$ cat config.mk
export PLATFORM = sky130hd
export DESIGN_NAME = y86_alu
export DESIGN_NICKNAME = d
export VERILOG_FILES = /design/src/rtl/y86_alu.sv
export SDC_FILE = /design/constraint.sdc
export NUM_CORES = 1
export LEC_CHECK = 0
export ABC_AREA = 1
export CORE_MARGIN = 2
export CORE_UTILIZATION = 45
export DETAILED_ROUTE_END_ITERATION = 10
export GPL_TIMING_DRIVEN = 0
export PLACE_DENSITY_LB_ADDON = 0.08
export SYNTH_ARGS = -nofsm -noshare
export SYNTH_HDL_FRONTEND = slang
export SYNTH_SLANG_ARGS = --single-unit
$ cat constraint.sdc
create_clock -name clock -period 4.1 [get_ports clock]
set_input_delay 0.82 -clock clock [delete_from_list [all_inputs] [get_ports clock]]
set_output_delay 0.82 -clock clock [all_outputs]
set_load 0.02 [all_outputs]
$ cat src/rtl/y86_alu.sv
// y86_alu: 64-bit OPq ALU (add/sub/and/xor) with combinational result and
// flags {ZF,SF,OF}, plus a clocked condition-code register for cmov/jXX.
// Ports: clock, reset (async high) | a, b, ctrl, set_cc in | ans, cond, cc out.
module y86_alu #(
    parameter int WIDTH = 64
) (
    input  logic             clock,
    input  logic             reset,
    input  logic [WIDTH-1:0] a,
    input  logic [WIDTH-1:0] b,
    input  logic [1:0]       ctrl,
    input  logic             set_cc,
    output logic [WIDTH-1:0] ans,
    output logic [2:0]       cond,
    output logic [2:0]       cc
);

    typedef enum logic [1:0] {
        OP_ADD = 2'b00,
        OP_SUB = 2'b01,
        OP_AND = 2'b10,
        OP_XOR = 2'b11
    } alu_op_e;

    localparam int MSB = WIDTH - 1;

    alu_op_e          op;
    logic [WIDTH-1:0] b_eff;
    logic [WIDTH-1:0] cin_w;
    logic [WIDTH-1:0] sum;
    logic             is_arith;
    logic             ovf;
    logic [2:0]       cc_d;
    logic [2:0]       cc_q;

    assign op = alu_op_e'(ctrl);

    // Subtract reuses the adder as a + ~b + 1; carry-out is dropped.
    always_comb begin
        b_eff = b;
        cin_w = '0;
        if (op == OP_SUB) begin
            b_eff = ~b;
            cin_w = {{(WIDTH-1){1'b0}}, 1'b1};
        end
        sum = a + b_eff + cin_w;
    end

    always_comb begin
        ans      = sum;
        is_arith = 1'b1;
        unique case (op)
            OP_ADD: begin
                ans      = sum;
                is_arith = 1'b1;
            end
            OP_SUB: begin
                ans      = sum;
                is_arith = 1'b1;
            end
            OP_AND: begin
                ans      = a & b;
                is_arith = 1'b0;
            end
            OP_XOR: begin
                ans      = a ^ b;
                is_arith = 1'b0;
            end
        endcase
    end

    // With b already inverted for sub, one rule covers both add and sub:
    // operands agree in sign but the result does not.
    always_comb begin
        ovf  = is_arith && (a[MSB] == b_eff[MSB]) && (sum[MSB] != a[MSB]);
        cond = {(ans == '0), ans[MSB], ovf};
    end

    always_comb begin
        cc_d = cc_q;
        if (set_cc) begin
            cc_d = cond;
        end
    end

    always_ff @(posedge clock or posedge reset) begin
        if (reset) begin
            cc_q <= 3'b000;
        end else begin
            cc_q <= cc_d;
        end
    end

    assign cc = cc_q;

endmodule

# Word-level counts from Yosys, hierarchy flattened
# Cells that the tools add are included.
[totals]
regBits = 3
output_inout_bits = 70
elab_cells = 21
inputBits = 133
[classes]
bitwise = 3
add_sub_neg = 2
reduce_logical = 6
n_mux = 4
eq_ne = 5
[op_table]
columns = ["op", "n"]
rows = [
  ["$pmux 64 s3", 1],
  ["$add 64x64->64", 2],
  ["$and 64x64->64", 1],
  ["$logic_not 64->1", 1],
  ["$mux 64", 1],
  ["$not 64->64", 1],
  ["$xor 64x64->64", 1],
  ["$eq 2x2->1 const B", 2],
  ["$reduce_or 2->1", 2],
  ["$eq 2x1->1 const B", 1],
  ["$logic_and 1x1->1", 2],
  ["$logic_not 2->1", 1],
  ["$pmux 1 s2", 1],
  ["$eq 1x1->1", 1],
  ["$mux 1", 1],
  ["$ne 1x1->1", 1],
]

# Logic depth before layout (Yosys ltp)
[logic_depth]
ltp_word = 6
depth_mapped = 28
depth_no_buf = 26

# Least setup slack after synthesis
# Ideal clock, no wire load.
[synth_timing]
path_kind = "input port to output port"
from = "input port ctrl[1]"
to = "output port cond[2]"
stages = 20
slack_ns = -0.457
arrival_time_ns = 3.737
cell_sequence = "buf_6 > inv_4 > nand2_8 > buf_1 > xnor2_1 > ha_1 > nand2_1 > nor2_1 > nand2_1 > nor4_1 > nand2_1 > nand2_1 > nand2_1 > nand3_1 > nand2_1 > nor2_1 > nand3_1 > nor3_1 > nand3_1 > nor2_1"
[synth_via]
elab_chain_len = 6
elab_cells_between_ends = 11
[synth_rtl]
columns = ["element", "line_no", "source"]
rows = [
  ["from (decl)", "11", "input logic [1:0] ctrl,"],
  ["$eq 2x1->1", "42, 52", ""],
  ["$mux 64", "42", "if (op == OP_SUB) begin"],
  ["$add 64x64->64 (2 in series)", "46", "sum = a + b_eff + cin_w;"],
  ["$pmux 64 s3 *", "52", "unique case (op)"],
  ["named net ans[49]", "13", "output logic [WIDTH-1:0] ans,"],
  ["$logic_not 64->1 *", "76", "cond = {(ans == '0), ans[MSB], ovf};"],
  ["to (decl)", "14", "output logic [2:0] cond,"],
]
# The timed path passes the listed nets; every way through them passes the cells marked *.

# Final worst setup path
[layout_timing]
from = "input port ctrl[1]"
to = "output port cond[2]"
[layout_via]
elab_chain_len = 6
elab_cells_between_ends = 11
[layout_rtl]
columns = ["element", "line_no"]
rows = [
  ["$eq 2x1->1", "42, 52"],
  ["$mux 64", "42"],
  ["$add 64x64->64 (2 in series)", "46"],
  ["$pmux 64 s3 *", "52"],
  ["$logic_not 64->1 *", "76"],
]
# Every way passes the cells marked *; elsewhere a longest branch is shown, timed or not.

==> results.txt <==
The average cell area after synthesis came out at 5.16 µm². The maximum frequency from static timing analysis came out at 189 MHz. The number of slew-limit violations in the final report is 0. The required time of the critical path is 3.28 ns. Setup slack on the worst reg-to-reg path comes out at 3.42 ns.

The total clock buffers created by CTS came out at 3. The post-route minimum period came out at 5.30 ns. Grouping stages by cell kind, the critical path spends the most delay in simple AND/OR/NAND/NOR gates. The most numerous cell type found on the critical path is sky130_fd_sc_hd__nand2_2. The most used flip-flop cell after synthesis is sky130_fd_sc_hd__dfrtp_1. In the post-synthesis netlist, the biggest area contributors are sky130_fd_sc_hd__nand2_1 27%, sky130_fd_sc_hd__ha_1 18%, sky130_fd_sc_hd__inv_1 16%, sky130_fd_sc_hd__nand3_1 6.3%, sky130_fd_sc_hd__nor2_1 6.3%.

In this run the power density over the cells is 246 nW/µm². The net count after synthesis came out at 2096. The flip-flop count of the largest register, all copies and words added is 3. The TritonCTS clock tree is done. The count of nets left with antenna violations once routing finished came out at 0. The final critical path takes up 129% of the cycle. The cell area after placement is 11900 µm². Clock latency on the worst-skew pair, taken at its later pin, is 0.22 ns. Setup repair after global routing could not meet its margin everywhere. The total of fill cells in the finished design is 1115.

The largest net degree at the start of global routing came out at 11. 0 antenna diodes ended up in the layout. The maximum fanout encountered on the critical timing path came out at 6. The area of the die is 22100 µm².

After synthesis, the share of flip-flops with an asynchronous set or reset is 100%. The flow ran to the end, but the final reports show violations. The number of distinct library cell variants in the gate-level netlist after synthesis came out at 45. The worst slack at placement is -2.49 ns. The area taken by flip-flops and latches came out at 75.1 µm². The area of the core came out at 20400 µm². The final hold violation count came out at 0. The clock passes through at most 2 buffers. The detailed placement HPWL is 35.6 mm. The worst clock skew is 0 ns. During synthesis, Yosys emitted a total of 0 warnings.

The largest voltage drop on the vdd net came out at 0.422 mV. The H-tree depth is 1. The number of antenna violations at the first check in global routing came out at 0. The cts-stage hold buffer count is 0. The number of input and output port buffers inserted came out at 201.

The fraction of synthesized cell area taken by the top area cell type is 26.5%. The global routing usage summed across all routing layers is 40.9%. The buffer and inverter count on the worst path came out at 5. After detailed routing, the total wire length is 59.1 mm. In this run the worst hold path is classified as reg2reg. The number of primary I/O pins came out at 203.

The per-cell routed wire length is 23.5 µm. The area taken by multi-input logic gates came out at 11500 µm². The synthesized design spends more area on one cell type than any other, namely sky130_fd_sc_hd__nand2_1.

Setup violations remaining at the end of the flow were counted as 50. The final estimated routing congestion in global placement is 1.02. The area growth from synthesis to layout is 87.9%.

The cell at the root of the clock tree is sky130_fd_sc_hd__clkbuf_16. The total number of nets in the final design came out at 2509. The largest incremental delay on the critical path came out at 0.39 ns. The detailed-route DRC error count came out at 0.

The data arrival at the endpoint of the critical path is 4.48 ns. The first detailed-routing pass ran for 6 iterations. The checks that failed: setup timing. After synthesis, flip-flops and latches occupy 0.796% of the total area. After clock tree synthesis, the clock-pin slew on the worst setup and hold paths is 0.03 ns. The post-route netlist has 44.4% of its cells at a drive strength greater than 1. The die width is 149 µm. For this run the aggregate overflow at the end of global routing stands at 0. Across all layers, the routed design uses 15500 vias. STA classifies the critical path endpoint as an output pin. On the critical path, the stage with the largest delay is an instance of sky130_fd_sc_hd__ha_1. The number of sinks on the clock net came out at 3.

For the pin with the worst max-slew slack, the measured transition is 1.15 ns. The height of the chip is 149 µm. The number of flops mapped to enable cells by yosys is 0.

The commonest cells after synthesis are 667 x sky130_fd_sc_hd__nand2_1, 390 x sky130_fd_sc_hd__inv_1, 158 x sky130_fd_sc_hd__nor2_1. The number of max-cap violations came out at 0. The cell count after synthesis is 1830. After synthesis the netlist holds a flip-flop and latch count of 3. The smallest setup slack after layout came out at -1.20 ns.

The cell area after layout is 17700 µm². The relative slew slack is 23.4%. The setup path with the least slack is of type in2out. The starting DRC count in detailed routing came out at 1936. The initial utilization of the core area, before any placement, comes to 46.2%. sky130_fd_sc_hd__nand2_1 is the most common cell in the netlist. The via density per instance came out at 6.17. The worst setup path is launched from an input port.

The summed instance area of the synthesized netlist is 9440 µm². The number of global-route vias before repair came out at 12800. The static power due to leakage came out at 9.24 nW. The floorplan has 52 rows. The first-pass GRT wire length is 69.8 mm.
placed cells by master (no fill, tap or decap), types with 29 or more instances in the layout:
| cell | netlist | layout |
|---|---|---|
| sky130_fd_sc_hd__a21oi_2 | 1 | 34 |
| sky130_fd_sc_hd__buf_4 | 2 | 140 |
| sky130_fd_sc_hd__ha_1 | 132 | 76 |
| sky130_fd_sc_hd__nand2_1 | 667 | 391 |
| sky130_fd_sc_hd__ha_4 | 0 | 48 |
| sky130_fd_sc_hd__xnor2_2 | 0 | 29 |
| sky130_fd_sc_hd__buf_6 | 2 | 101 |
| sky130_fd_sc_hd__a22o_1 | 60 | 60 |
| sky130_fd_sc_hd__inv_2 | 6 | 54 |
| sky130_fd_sc_hd__nor2_4 | 0 | 64 |
| sky130_fd_sc_hd__nand2_2 | 9 | 205 |
| sky130_fd_sc_hd__nand2_4 | 4 | 80 |
| sky130_fd_sc_hd__nand3_2 | 2 | 62 |
| sky130_fd_sc_hd__clkdlybuf4s50_1 | 0 | 122 |
| sky130_fd_sc_hd__inv_1 | 390 | 336 |
| sky130_fd_sc_hd__nand3_1 | 119 | 49 |
| sky130_fd_sc_hd__nor2_1 | 158 | 58 |
| sky130_fd_sc_hd__nor2_2 | 7 | 43 |
per-stage QoR:
step	setup TNS (ns)	hold slack [ns]	power (mW)	utilization, %	std cells
3_5_place_dp	-67.28	0.471	2.46	58.5	2301
6_report	-13.95	0.509	4.36	86.8	2512
2_1_floorplan	-0.0573	0.574	1.55	-	1830
4_1_cts	-5.04	0.493	3.32	72.9	2435
3_3_place_gp	-65.93	0.466	2.44	58.5	2301
5_1_grt	-16.84	0.527	4.50	86.8	2512
area by class of cell:
type,instances,share of cell area [%]
buffer,25,1.20
inverter,400,8.67
multi-input combinational,1401,64.9
sequential,3,0.423
tap,270,1.91
timing repair buffer,409,22.4
clock buffer,4,0.445
cell families after synthesis:
| logic type | count (synthesis) | synth area share, % |
|---|---|---|
| AND/OR/NAND/NOR | 1043 | 46.5 |
| buffers and inverters | 427 | 17.4 |
| XOR/XNOR | 66 | 6.13 |
| adder cells (fa/ha/maj) | 133 | 17.7 |
| AO/OA/AOI/OAI | 158 | 11.5 |
| flip-flops | 3 | 0.796 |
what timing repair did:
action                                  in CTS  in global routing
setup buffers                              129                 82
gates resized for setup                    744                548
endpoints found under the setup margin      66                 59
pin swaps                                  176                223
gates cloned                                 3                  0
worst min-delay path: cells and delay by family (launching register included):
kind             cells  cell delay, ns
DFF                  1            0.34
and+or+nand+nor      2            0.12
per-layer routing:
| layer | share of wire [%] | global-route usage, % | vias up |
|---|---|---|---|
| li1 | - | - | 6517 |
| met1 | 35 | 56.9 | 7083 |
| met5 | 0 | 0 | - |
| met3 | 14 | 7.40 | 476 |
| met2 | 43 | 63.0 | 1424 |
| met4 | 8.1 | 14.8 | 0 |
power by group:
| group | internal [mW] | leakage [nW] | total, mW | switching (mW) |
|---|---|---|---|---|
| Clock | 0.128 | 0.0382 | 0.152 | 0.0241 |
| Sequential | 0.0331 | 0.0386 | 0.0353 | 0.00223 |
| Combinational | 1.72 | 9.16 | 4.18 | 2.45 |
| Total | 1.88 | 9.24 | 4.36 | 2.48 |
path summary, 6_finish.rpt:
path                         start       to  cells past startpoint
hold reg to reg              cc[2]    cc[2]                      2
max in group asynchronous    reset    cc[2]                      2
min in group asynchronous    reset    cc[0]                      2
setup / recovery           ctrl[1]  cond[2]                     25
setup reg to reg             cc[0]    cc[0]                      2
hold / removal               cc[2]    cc[2]                      2
Note: power is estimated with default switching activity, not from simulation.
